### src/rtl/stack_frame_reverser.sv
// Stream-to-stack initiator: pushes each frame segment into an external LIFO, then pops it back
// out so every segment leaves in reverse beat order.
module stack_frame_reverser #(
  parameter int unsigned DPT = 16,
  parameter int unsigned DW = 8,
  localparam int unsigned CNTW = $clog2(DPT + 1)
) (
  input  logic          clk,
  input  logic          areset,
  input  logic          s_valid,
  input  logic [DW-1:0] s_data,
  input  logic          s_last,
  output logic          s_ready,
  output logic          m_valid,
  output logic [DW-1:0] m_data,
  output logic          m_last,
  input  logic          m_ready,
  output logic          o_push_en,
  output logic [DW-1:0] o_push_data,
  input  logic          i_full,
  output logic          o_pop_en,
  input  logic [DW-1:0] i_pop_data,
  input  logic          i_empty,
  output logic          o_trunc,
  output logic          o_err
);

  typedef enum logic {StFill, StDrain} state_e;

  state_e          r_state, w_state_d;
  logic [CNTW-1:0] r_cnt, w_cnt_d;
  logic            r_seg_last, w_seg_last_d;
  logic            r_idle, w_idle_d;
  logic            r_trunc, w_trunc_d;
  logic            r_err;
  logic            w_push, w_pop, w_cnt_zero, w_cnt_full, w_mismatch;

  always_comb begin
    w_cnt_zero  = (r_cnt == '0);
    w_cnt_full  = (r_cnt == CNTW'(DPT));
    w_mismatch  = (w_cnt_zero != i_empty) | (w_cnt_full != i_full);
    // r_idle holds off new input for the one cycle right after the final pop
    s_ready     = (r_state == StFill) & ~r_idle & ~i_full;
    w_push      = s_valid & s_ready;
    m_valid     = (r_state == StDrain) & ~i_empty;
    w_pop       = m_valid & m_ready;
    m_data      = i_pop_data;
    m_last      = m_valid & r_seg_last & (r_cnt == CNTW'(1));
    o_push_en   = w_push;
    o_push_data = s_data;
    o_pop_en    = w_pop;
    o_trunc     = r_trunc;
    o_err       = r_err;
  end

  always_comb begin
    w_state_d    = r_state;
    w_cnt_d      = r_cnt;
    w_seg_last_d = r_seg_last;
    w_idle_d     = 1'b0;
    w_trunc_d    = 1'b0;
    case (r_state)
      StFill: begin
        if (w_push) begin
          if (!w_cnt_full) w_cnt_d = r_cnt + CNTW'(1);
          if (s_last) begin
            w_state_d    = StDrain;
            w_seg_last_d = 1'b1;
          end else if (r_cnt == CNTW'(DPT - 1)) begin
            w_state_d    = StDrain;
            w_seg_last_d = 1'b0;
            w_trunc_d    = 1'b1;
          end
        end
      end
      StDrain: begin
        if (w_pop) begin
          if (!w_cnt_zero) w_cnt_d = r_cnt - CNTW'(1);
          if (r_cnt == CNTW'(1)) begin
            w_state_d = StFill;
            w_idle_d  = 1'b1;
          end
        end
      end
      default: w_state_d = StFill;
    endcase
  end

  always_ff @(posedge clk or posedge areset) begin
    if (areset) begin
      r_state    <= StFill;
      r_cnt      <= '0;
      r_seg_last <= 1'b0;
      r_idle     <= 1'b0;
      r_trunc    <= 1'b0;
      r_err      <= 1'b0;
    end else begin
      r_state    <= w_state_d;
      r_cnt      <= w_cnt_d;
      r_seg_last <= w_seg_last_d;
      r_idle     <= w_idle_d;
      r_trunc    <= w_trunc_d;
      r_err      <= r_err | w_mismatch;
    end
  end

endmodule
### config.mk
export PLATFORM = sky130hd
export DESIGN_NAME = stack_frame_reverser
export DESIGN_NICKNAME = d
export VERILOG_FILES = /design/src/rtl/stack_frame_reverser.sv
export SDC_FILE = /design/constraint.sdc
export NUM_CORES = 1
export LEC_CHECK = 0
export BUFFER_PORTS_ARGS = -buffer_cell sky130_fd_sc_hd__clkbuf_2
export CORE_MARGIN = 5
export CORE_UTILIZATION = 35
export DETAILED_ROUTE_END_ITERATION = 7
export PLACE_DENSITY = 0.79
export SKIP_LAST_GASP = 1
export SYNTH_ARGS = -nofsm -noshare
export SYNTH_HDL_FRONTEND = slang
export SYNTH_SLANG_ARGS = --single-unit
### constraint.sdc
create_clock -name clk -period 4.1 [get_ports clk]
set_input_delay 0.205 -clock clk [delete_from_list [all_inputs] [get_ports clk]]
set_output_delay 0.205 -clock clk [all_outputs]
set_load 0.1 [all_outputs]
==> results.sh, run 1 <==
export IMPL_syn_area_um2=728
export IMPL_power_density_nw_per_um2=577
export IMPL_overflow=0
export IMPL_routed_wl_um=1290
export IMPL_finalHoldViolCount=0
export IMPL_synth_compound_area_share_pct=8.76
export IMPL_fp_row_count=16
export IMPL_synthXorXnorAreaFrac_pct=6.01
export IMPL_critPathBufInv=2
export IMPL_fin_hold_ws_ns=0.124
export IMPL_die_height_um=55.6
export IMPL_fmax_mhz=441
export IMPL_num_vias=525
export IMPL_place_congestion=0.749
export IMPL_setup_viol=0
export IMPL_start_util_pct=36.7
export IMPL_grt_pass1_wl_um=2280
export IMPL_crit_chain="or4b_1 > inv_2 > clkbuf_2"
export IMPL_finalCritPeriodShare_pct=55.3
export IMPL_area_delta_synth_final_pct=1.55
export IMPL_slew_viol_final=0
export IMPL_insertedDiodeCount=0
export IMPL_grt_pass1_vias=501
export IMPL_synth_mux_area_share_pct=4.30
export IMPL_avgSynthCellArea_um2=9.58
export IMPL_worst_path_dominant_cell_family="simple AND/OR/NAND/NOR gates"
export IMPL_htree_levels=1
export IMPL_vias_per_cell=5.15
export IMPL_seq_area_frac_synth_pct=34.4
export IMPL_drtIter0Drc=8
export IMPL_drive_gt1_share_pct=26.7
export IMPL_grt_usage_pct=9.11
export IMPL_postSynth_asyncResetShare_pct=100
export IMPL_yosys_area_share_simple_pct=17.7
export IMPL_firstDrtPassIters=4
export IMPL_synth_distinct_cells=31
export IMPL_cts_buffers=3
export IMPL_ioPinCount=46
export IMPL_synth_top_family_by_area="buffers and inverters"
export IMPL_fillers=199
export IMPL_ys_warn_count=0
export IMPL_dp_hpwl_um=1040
export IMPL_drv_cap=0
export IMPL_status="finished clean"
export IMPL_drt_drc_violations_left=0
export IMPL_yosys_top_cells_count="buf_4, dfrtp_1, inv_1, ha_1"
export IMPL_path_class="reg2out"
export IMPL_min_path_type="in2reg"
export IMPL_cp_end_kind="primary output"
export IMPL_grt_antenna_before_repair=0
export IMPL_synth_fp_nets=103
export IMPL_port_buffers=13
export IMPL_clk_pin_slew_ns=0.06
export IMPL_setup_tns_ns=0
export IMPL_slew_headroom_pct=46.8
export IMPL_yosysMostFrequentCell="buf_4"
export IMPL_ys_top_cells_by_area="dfrtp_1, buf_4, ha_1"
export IMPL_clock_sinks=10
export IMPL_synth_edf_count=0
export IMPL_synth_fa_ha_area_share_pct=6.87
export IMPL_arrival_ns=2.06
export IMPL_synth_seq_cells=10
export IMPL_cts_root_buf="clkbuf_4"
export IMPL_critPathRequiredTime_ns=3.89
export IMPL_finalCriticalPeriod_ns=2.27
export IMPL_cellLeakagePower_nw=0.389
export IMPL_ys_flop_type="dfrtp_1"
export IMPL_critical_path_max_stage_delay_ns=0.69
export IMPL_synth_top_cell_area_share_pct=34.4
export IMPL_num_nets_final=103
export IMPL_instances_no_fill=102
export IMPL_grt_max_degree=14
export IMPL_worst_pin_slew_ns=0.797
export IMPL_post_drt_wl_per_cell_um=12.7
export IMPL_clock_path_buffers=2
export IMPL_drt_antenna_violating_nets=0
export IMPL_core_area_um2=1980
export IMPL_dieArea_um2=3090
export IMPL_power_uw=426
export IMPL_dp_cells=97
export IMPL_fin_skew_ns=0.00163
export IMPL_grt_setup_unrepaired="no"
export IMPL_cts_tree="yes"
export IMPL_clk_latency_ns=0.26
export IMPL_crit_path_start_kind="register"
export IMPL_syn_inst=76
export IMPL_die_x_um=55.6
export IMPL_slowest_stage="or4b_1"
export IMPL_ir_drop_uv=248
export IMPL_path_max_fanout=13
export IMPL_yosysTopAreaCell="dfrtp_1"
[registers in the layout, summed over array words and instances (netlist names)]
signal / cells
o_err: 1
o_trunc: 1
r_cnt: 5
r_idle: 1
r_seg_last: 1
r_state: 1
[path summary, 6_finish.rpt]
check / from / to / slack [ns] / cells past startpoint
min reg2reg: o_err / o_err / 0.47 / 1
max: r_state / o_push_en / 1.83 / 3
max reg2reg: r_cnt[0] / r_cnt[4] / 2.11 / 5
max in group asynchronous: areset / o_err / 3.39 / 3
min: s_last / o_trunc / 0.12 / 2
min in group asynchronous: areset / o_trunc / 0.44 / 3
[cell type report]
| type | count | area [um2] | area share, % |
|---|---|---|---|
| tap | 27 | 33.8 | 4.57 |
| multi-input combinational | 40 | 318 | 43.0 |
| timing repair buffer | 14 | 75.1 | 10.2 |
| inverter | 7 | 26.3 | 3.55 |
| sequential | 10 | 250 | 33.8 |
| clock buffer | 4 | 36.3 | 4.91 |
[cell families (layout without fill, tap and decap cells)]
kind of cell	count (synthesis)	count (layout)
buffers and inverters	26	25
AND/OR/NAND/NOR	20	20
flip-flops	10	10
AO/OA/AOI/OAI	8	8
XOR/XNOR	5	5
adder cells (fa/ha/maj)	4	4
multiplexers	3	3
[power by group]
group          switching, mW  internal (mW)  total (mW)
registers             0.0442          0.127       0.171
logic                 0.0970         0.0713       0.168
clock network         0.0329         0.0539      0.0868
total                  0.174          0.252       0.426
[placed cells by master (no fill, tap or decap), types with 2 or more instances in the layout]
cell type	instances
dfrtp_1	10
or4b_1	2
mux2i_1	2
nor2_1	2
nand3_1	2
xnor2_1	2
ha_1	4
a22o_1	2
inv_1	6
nand4b_1	2
clkbuf_4	3
xor2_1	3
nand2_1	2
and3_1	3
clkbuf_2	13
[layer usage]
layer	GRT usage, %	vias up	wire, um
li1	-	243	-
met1	10.7	256	536
met2	14.0	22	605
met3	4.87	4	138
met4	3.13	0	12
met5	0	-	0
[metrics by stage]
| step | util (%) | cell area (um2) | setup slack, ns |
|---|---|---|---|
| after floorplan | - | 728 | 0.943 |
| after global placement | 35.0 | 693 | 2.17 |
| after detailed placement | 35.0 | 693 | 2.13 |
| after CTS | 37.3 | 739 | 1.83 |
| after global routing | 37.3 | 739 | 1.73 |
| final | 37.3 | 739 | 1.83 |
[worst register-to-register path, cell delays in order, from the launching register on]
cell and delay (ns):
dfrtp_1 0.45, inv_1 0.09, ha_1 0.17, nor3b_1 0.67
mux2_2 0.42, o311ai_1 0.08
[what timing repair did]
| action | in CTS | in global routing |
|---|---|---|
| setup buffers | 0 | 0 |
| hold buffers | 1 | 0 |
| resized for setup | 0 | 0 |
| endpoints found under the hold margin | 10 | 0 |
Note: power is estimated with default switching activity, not from simulation.
==> inputs of run 2 (changes only) <==
clock period = 2.2 ns   (was 4.1 ns; I/O delays follow)
==> results.sh, run 2 (synthesis gave the netlist of run 1 again) <==
export IMPL_status="finished clean"
export IMPL_dieArea_um2=3090
export IMPL_finalCritPeriodShare_pct=90.0
export IMPL_multi_input_area_um2=325
export IMPL_die_height_um=55.6
export IMPL_path_class="reg2out"
export IMPL_instances_no_fill=104
export IMPL_largest_register_ffs=5
export IMPL_finalCriticalPeriod_ns=1.98
export IMPL_dp_hpwl_um=1150
export IMPL_clock_path_buffers=2
export IMPL_setup_ws_ns=0.221
export IMPL_routed_wl_um=1460
export IMPL_num_nets_final=105
export IMPL_setup_viol=0
export IMPL_die_x_um=55.6
export IMPL_grt_pass1_wl_um=2560
export IMPL_slew_headroom_pct=63.8
export IMPL_final_cell_mix="clkbuf_2, dfrtp_1, inv_1"
export IMPL_fp_row_count=16
export IMPL_drive_gt1_share_pct=31.2
export IMPL_critPathRequiredTime_ns=2.09
export IMPL_vias_per_cell=4.79
export IMPL_drv_cap=0
export IMPL_postCtsSetupBuffers=0
export IMPL_path_max_fanout=4
export IMPL_dp_cells=99
export IMPL_cts_root_buf="clkbuf_4"
export IMPL_drtIter0Drc=9
export IMPL_setup_tns_ns=0
export IMPL_overflow=0
export IMPL_ir_drop_uv=472
export IMPL_num_vias=498
export IMPL_grt_max_degree=13
export IMPL_power_density_nw_per_um2=1080
export IMPL_crit_path_start_kind="register"
export IMPL_slew_viol_final=0
export IMPL_clk_pin_slew_ns=0.08
export IMPL_min_path_type="in2reg"
export IMPL_top_register="r_cnt"
export IMPL_place_congestion=0.774
export IMPL_layout_commonest_cell="clkbuf_2"
export IMPL_grt_antenna_before_repair=0
export IMPL_pre_cts_slack_ns=0.482
export IMPL_area_delta_synth_final_pct=4.98
export IMPL_arrival_ns=1.87
export IMPL_cts_buffers=3
export IMPL_worst_pin_slew_ns=0.546
export IMPL_htree_levels=1
export IMPL_grt_setup_unrepaired="no"
export IMPL_firstDrtPassIters=4
export IMPL_port_buffers=13
export IMPL_fin_skew_ns=0.00264
export IMPL_cts_tree="yes"
export IMPL_drt_drc_violations_left=0
export IMPL_post_drt_wl_per_cell_um=14.1
export IMPL_cp_end_kind="primary output"
export IMPL_insertedDiodeCount=0
export IMPL_clock_sinks=10
export IMPL_fmax_mhz=505
export IMPL_grt_usage_pct=10.3
export IMPL_drt_antenna_violating_nets=0
export IMPL_ioPinCount=46
export IMPL_core_area_um2=1980
export IMPL_finalHoldViolCount=0
export IMPL_power_uw=823
export IMPL_fillers=212
export IMPL_cellLeakagePower_nw=0.402
export IMPL_grt_pass1_vias=554
export IMPL_start_util_pct=36.7
export IMPL_clk_latency_ns=0.27
export IMPL_regArea_um2=250
## run 2: changes by cell type in the layout (fill, tap and decap cells not counted), sizes merged
cell    before  now
buf          0    3
clkbuf      17   16
## run 2: critical path, stage by stage, from the launching register on
cell and delay (ns):
dfrtp_1 0.41, inv_1 0.11, ha_1 0.14, nor4b_1 0.28
and3_1 0.20, clkbuf_2 0.45
## run 2: timing repair
action | 4_1_cts | 5_1_grt
hold endpoints to repair | 10 | 0
hold buffers | 1 | 0
gates resized for setup | 0 | 0
## run 2: per-layer routing
layer,vias up,global-route usage [%],share of wire (%)
met5,-,0,0
met4,0,4.51,1.3
met3,3,4.87,11
met2,19,17.6,47
met1,229,10.7,41
li1,247,-,-
## run 2: stage by stage
step / hold slack (ns) / utilization (%) / instance area (um2)
4_1_cts: 0.0150 / 38.6 / 764
2_1_floorplan: -0.0498 / - / 736
5_1_grt: 0.0381 / 38.6 / 764
3_5_place_dp: 0.102 / 36.2 / 718
6_report: 0.0221 / 38.6 / 764
3_3_place_gp: 0.0855 / 36.2 / 718
## run 2: final cells by class
type                            instances  share of cell area, %
Sequential cell                        10                   32.7
Tap cell                               27                   4.42
Timing Repair Buffer                   16                   12.1
Clock buffer                            4                   4.75
Inverter                                7                   3.44
Multi-Input combinational cell         40                   42.6
## run 2: report_power, final
part	total, mW	switching, mW	internal [mW]
combinational	0.342	0.196	0.146
sequential	0.307	0.0697	0.237
clock	0.175	0.0740	0.101
total	0.823	0.339	0.484
## run 2: final timing paths
kind	from	slack (ns)	end	cells past startpoint
hold / removal	s_last	0.02	o_trunc	2
hold reg to reg	o_err	0.48	o_err	1
setup reg to reg	r_state	0.48	r_cnt[3]	3
setup / recovery	r_cnt[1]	0.22	m_last	5
min in group asynchronous	areset	0.33	r_cnt[1]	3
max in group asynchronous	areset	1.59	r_cnt[4]	3
==> inputs of run 3 (changes only) <==
CORE_MARGIN = 1.5   (was 5)
==> results.sh, run 3 (synthesis gave the netlist of run 1 again) <==
export IMPL_grt_pass1_vias=525
export IMPL_dieArea_um2=2360
export IMPL_finalCritPeriodShare_pct=89.0
export IMPL_dp_cells=99
export IMPL_cts_root_buf="clkbuf_4"
export IMPL_switching_power_uw=324
export IMPL_slew_viol_final=0
export IMPL_power_uw=771
export IMPL_dp_hpwl_um=984
export IMPL_cts_hold_repair_buffers=1
export IMPL_postCtsSetupBuffers=0
export IMPL_slew_headroom_pct=63.6
export IMPL_drive_gt1_share_pct=30.3
export IMPL_overflow=0
export IMPL_largest_register_ffs=5
export IMPL_status="finished clean"
export IMPL_area_delta_synth_final_pct=3.09
export IMPL_post_drt_wl_per_cell_um=12.4
export IMPL_grt_antenna_before_repair=0
export IMPL_rr_endpoint="r_cnt[3]"
export IMPL_clock_sinks=10
export IMPL_grt_usage_pct=12.5
export IMPL_cp_end_kind="primary output"
export IMPL_reg2reg_slack_ns=0.53
export IMPL_ir_drop_uv=507
export IMPL_r2r_cells=3
export IMPL_cts_tree="yes"
export IMPL_p_int_uw=447
export IMPL_grt_max_degree=13
export IMPL_die_height_um=48.6
export IMPL_fillers=214
export IMPL_firstDrtPassIters=4
export IMPL_fp_row_count=16
export IMPL_finalCriticalPeriod_ns=1.96
export IMPL_cts_buffers=3
export IMPL_arrival_ns=1.85
export IMPL_worst_pin_slew_ns=0.549
export IMPL_start_util_pct=37.1
export IMPL_power_density_nw_per_um2=1030
export IMPL_setup_viol=0
export IMPL_drtIter0Drc=9
export IMPL_critPathRequiredTime_ns=2.09
export IMPL_final_cell_mix="clkbuf_2, dfrtp_1, inv_1"
export IMPL_core_area_um2=1960
export IMPL_layout_commonest_cell="clkbuf_2"
export IMPL_place_congestion=0.862
export IMPL_min_path_type="in2reg"
export IMPL_reg2reg_from="r_state"
export IMPL_drt_antenna_violating_nets=0
export IMPL_cellLeakagePower_nw=0.395
export IMPL_netSwitchingFraction_pct=42.0
export IMPL_fin_skew_ns=0.00368
export IMPL_stdcell_area_um2=751
export IMPL_routed_wl_um=1280
export IMPL_dpl_cell_area_um2=718
export IMPL_clock_power_share_pct=16.2
export IMPL_ioPinCount=46
export IMPL_path_max_fanout=4
export IMPL_fmax_mhz=511
export IMPL_htree_levels=1
export IMPL_clk_latency_ns=0.26
export IMPL_instances_no_fill=103
export IMPL_die_x_um=48.6
export IMPL_insertedDiodeCount=0
export IMPL_ctsResizeCount=0
export IMPL_path_class="reg2out"
export IMPL_endpoint="m_last"
export IMPL_vias_per_cell=5.09
export IMPL_startpoint="r_cnt[1]"
export IMPL_num_vias=524
export IMPL_postLayoutCoreUtil_pct=38.3
export IMPL_clock_path_buffers=2
export IMPL_num_nets_final=105
export IMPL_port_buffers=13
export IMPL_top_register="r_cnt"
export IMPL_drv_cap=0
export IMPL_p_comb_share_pct=44.3
export IMPL_finalHoldViolCount=0
export IMPL_grt_pass1_wl_um=2300
export IMPL_crit_path_start_kind="register"
export IMPL_clk_pin_slew_ns=0.06
export IMPL_grt_setup_unrepaired="no"
export IMPL_p_seq_share_pct=39.5
export IMPL_drt_drc_violations_left=0
==> run 3: cell count changes in the layout (fill, tap and decap cells not counted) <==
cell	change
clkbuf_8	-1
==> run 3: metrics by stage <==
stage	hold WS, ns	worst slack (ns)	TNS (ns)
floorplan	-0.0498	-0.283	-0.283
global placement	0.0863	0.538	0
detailed placement	0.0931	0.501	0
CTS	0.0230	0.220	0
global route	0.0185	0.123	0
finish	0.0243	0.241	0
==> run 3: worst min-delay path by stage <==
stage / cells past startpoint / startpoint / slack [ns] / to
floorplan: 1 / areset / -0.05 / o_err
global placement: 2 / areset / 0.09 / r_cnt[1]
detailed placement: 2 / areset / 0.09 / r_cnt[0]
CTS: 2 / s_last / 0.02 / o_trunc
global route: 2 / s_last / 0.02 / o_trunc
finish: 2 / s_last / 0.02 / o_trunc
==> run 3: layout make-up <==
| class | instances | area, um2 | share of cell area (%) |
|---|---|---|---|
| clock buffers | 3 | 22.5 | 3.00 |
| multi-input cells | 40 | 325 | 43.3 |
| inverters | 7 | 26.3 | 3.50 |
| repair buffers | 16 | 92.6 | 12.3 |
| flip-flops and latches | 10 | 250 | 33.3 |
| well taps | 27 | 33.8 | 4.50 |
==> run 3: worst max-delay path, stage by stage (launching register included) <==
cell	delay, ns
dfrtp_1	0.41
inv_1	0.10
ha_1	0.15
nor4b_1	0.28
and3_1	0.20
clkbuf_2	0.45
==> run 3: power groups by stage <==
stage               sequential, mW  clock [mW]  combinational (mW)
floorplan                    0.286           0               0.417
global placement             0.303           0               0.327
detailed placement           0.307           0               0.341
CTS                          0.303       0.126               0.344
global route                 0.315       0.138               0.375
finish                       0.305       0.124               0.342
==> run 3: routing by layer <==
| metal | share of wire, % | up-vias | global-route usage [%] |
|---|---|---|---|
| met1 | 41 | 257 | 15.5 |
| li1 | - | 249 | - |
| met2 | 48 | 18 | 19.2 |
| met4 | 0 | 0 | 3.81 |
| met5 | 0 | - | 0 |
| met3 | 10 | 0 | 5.86 |
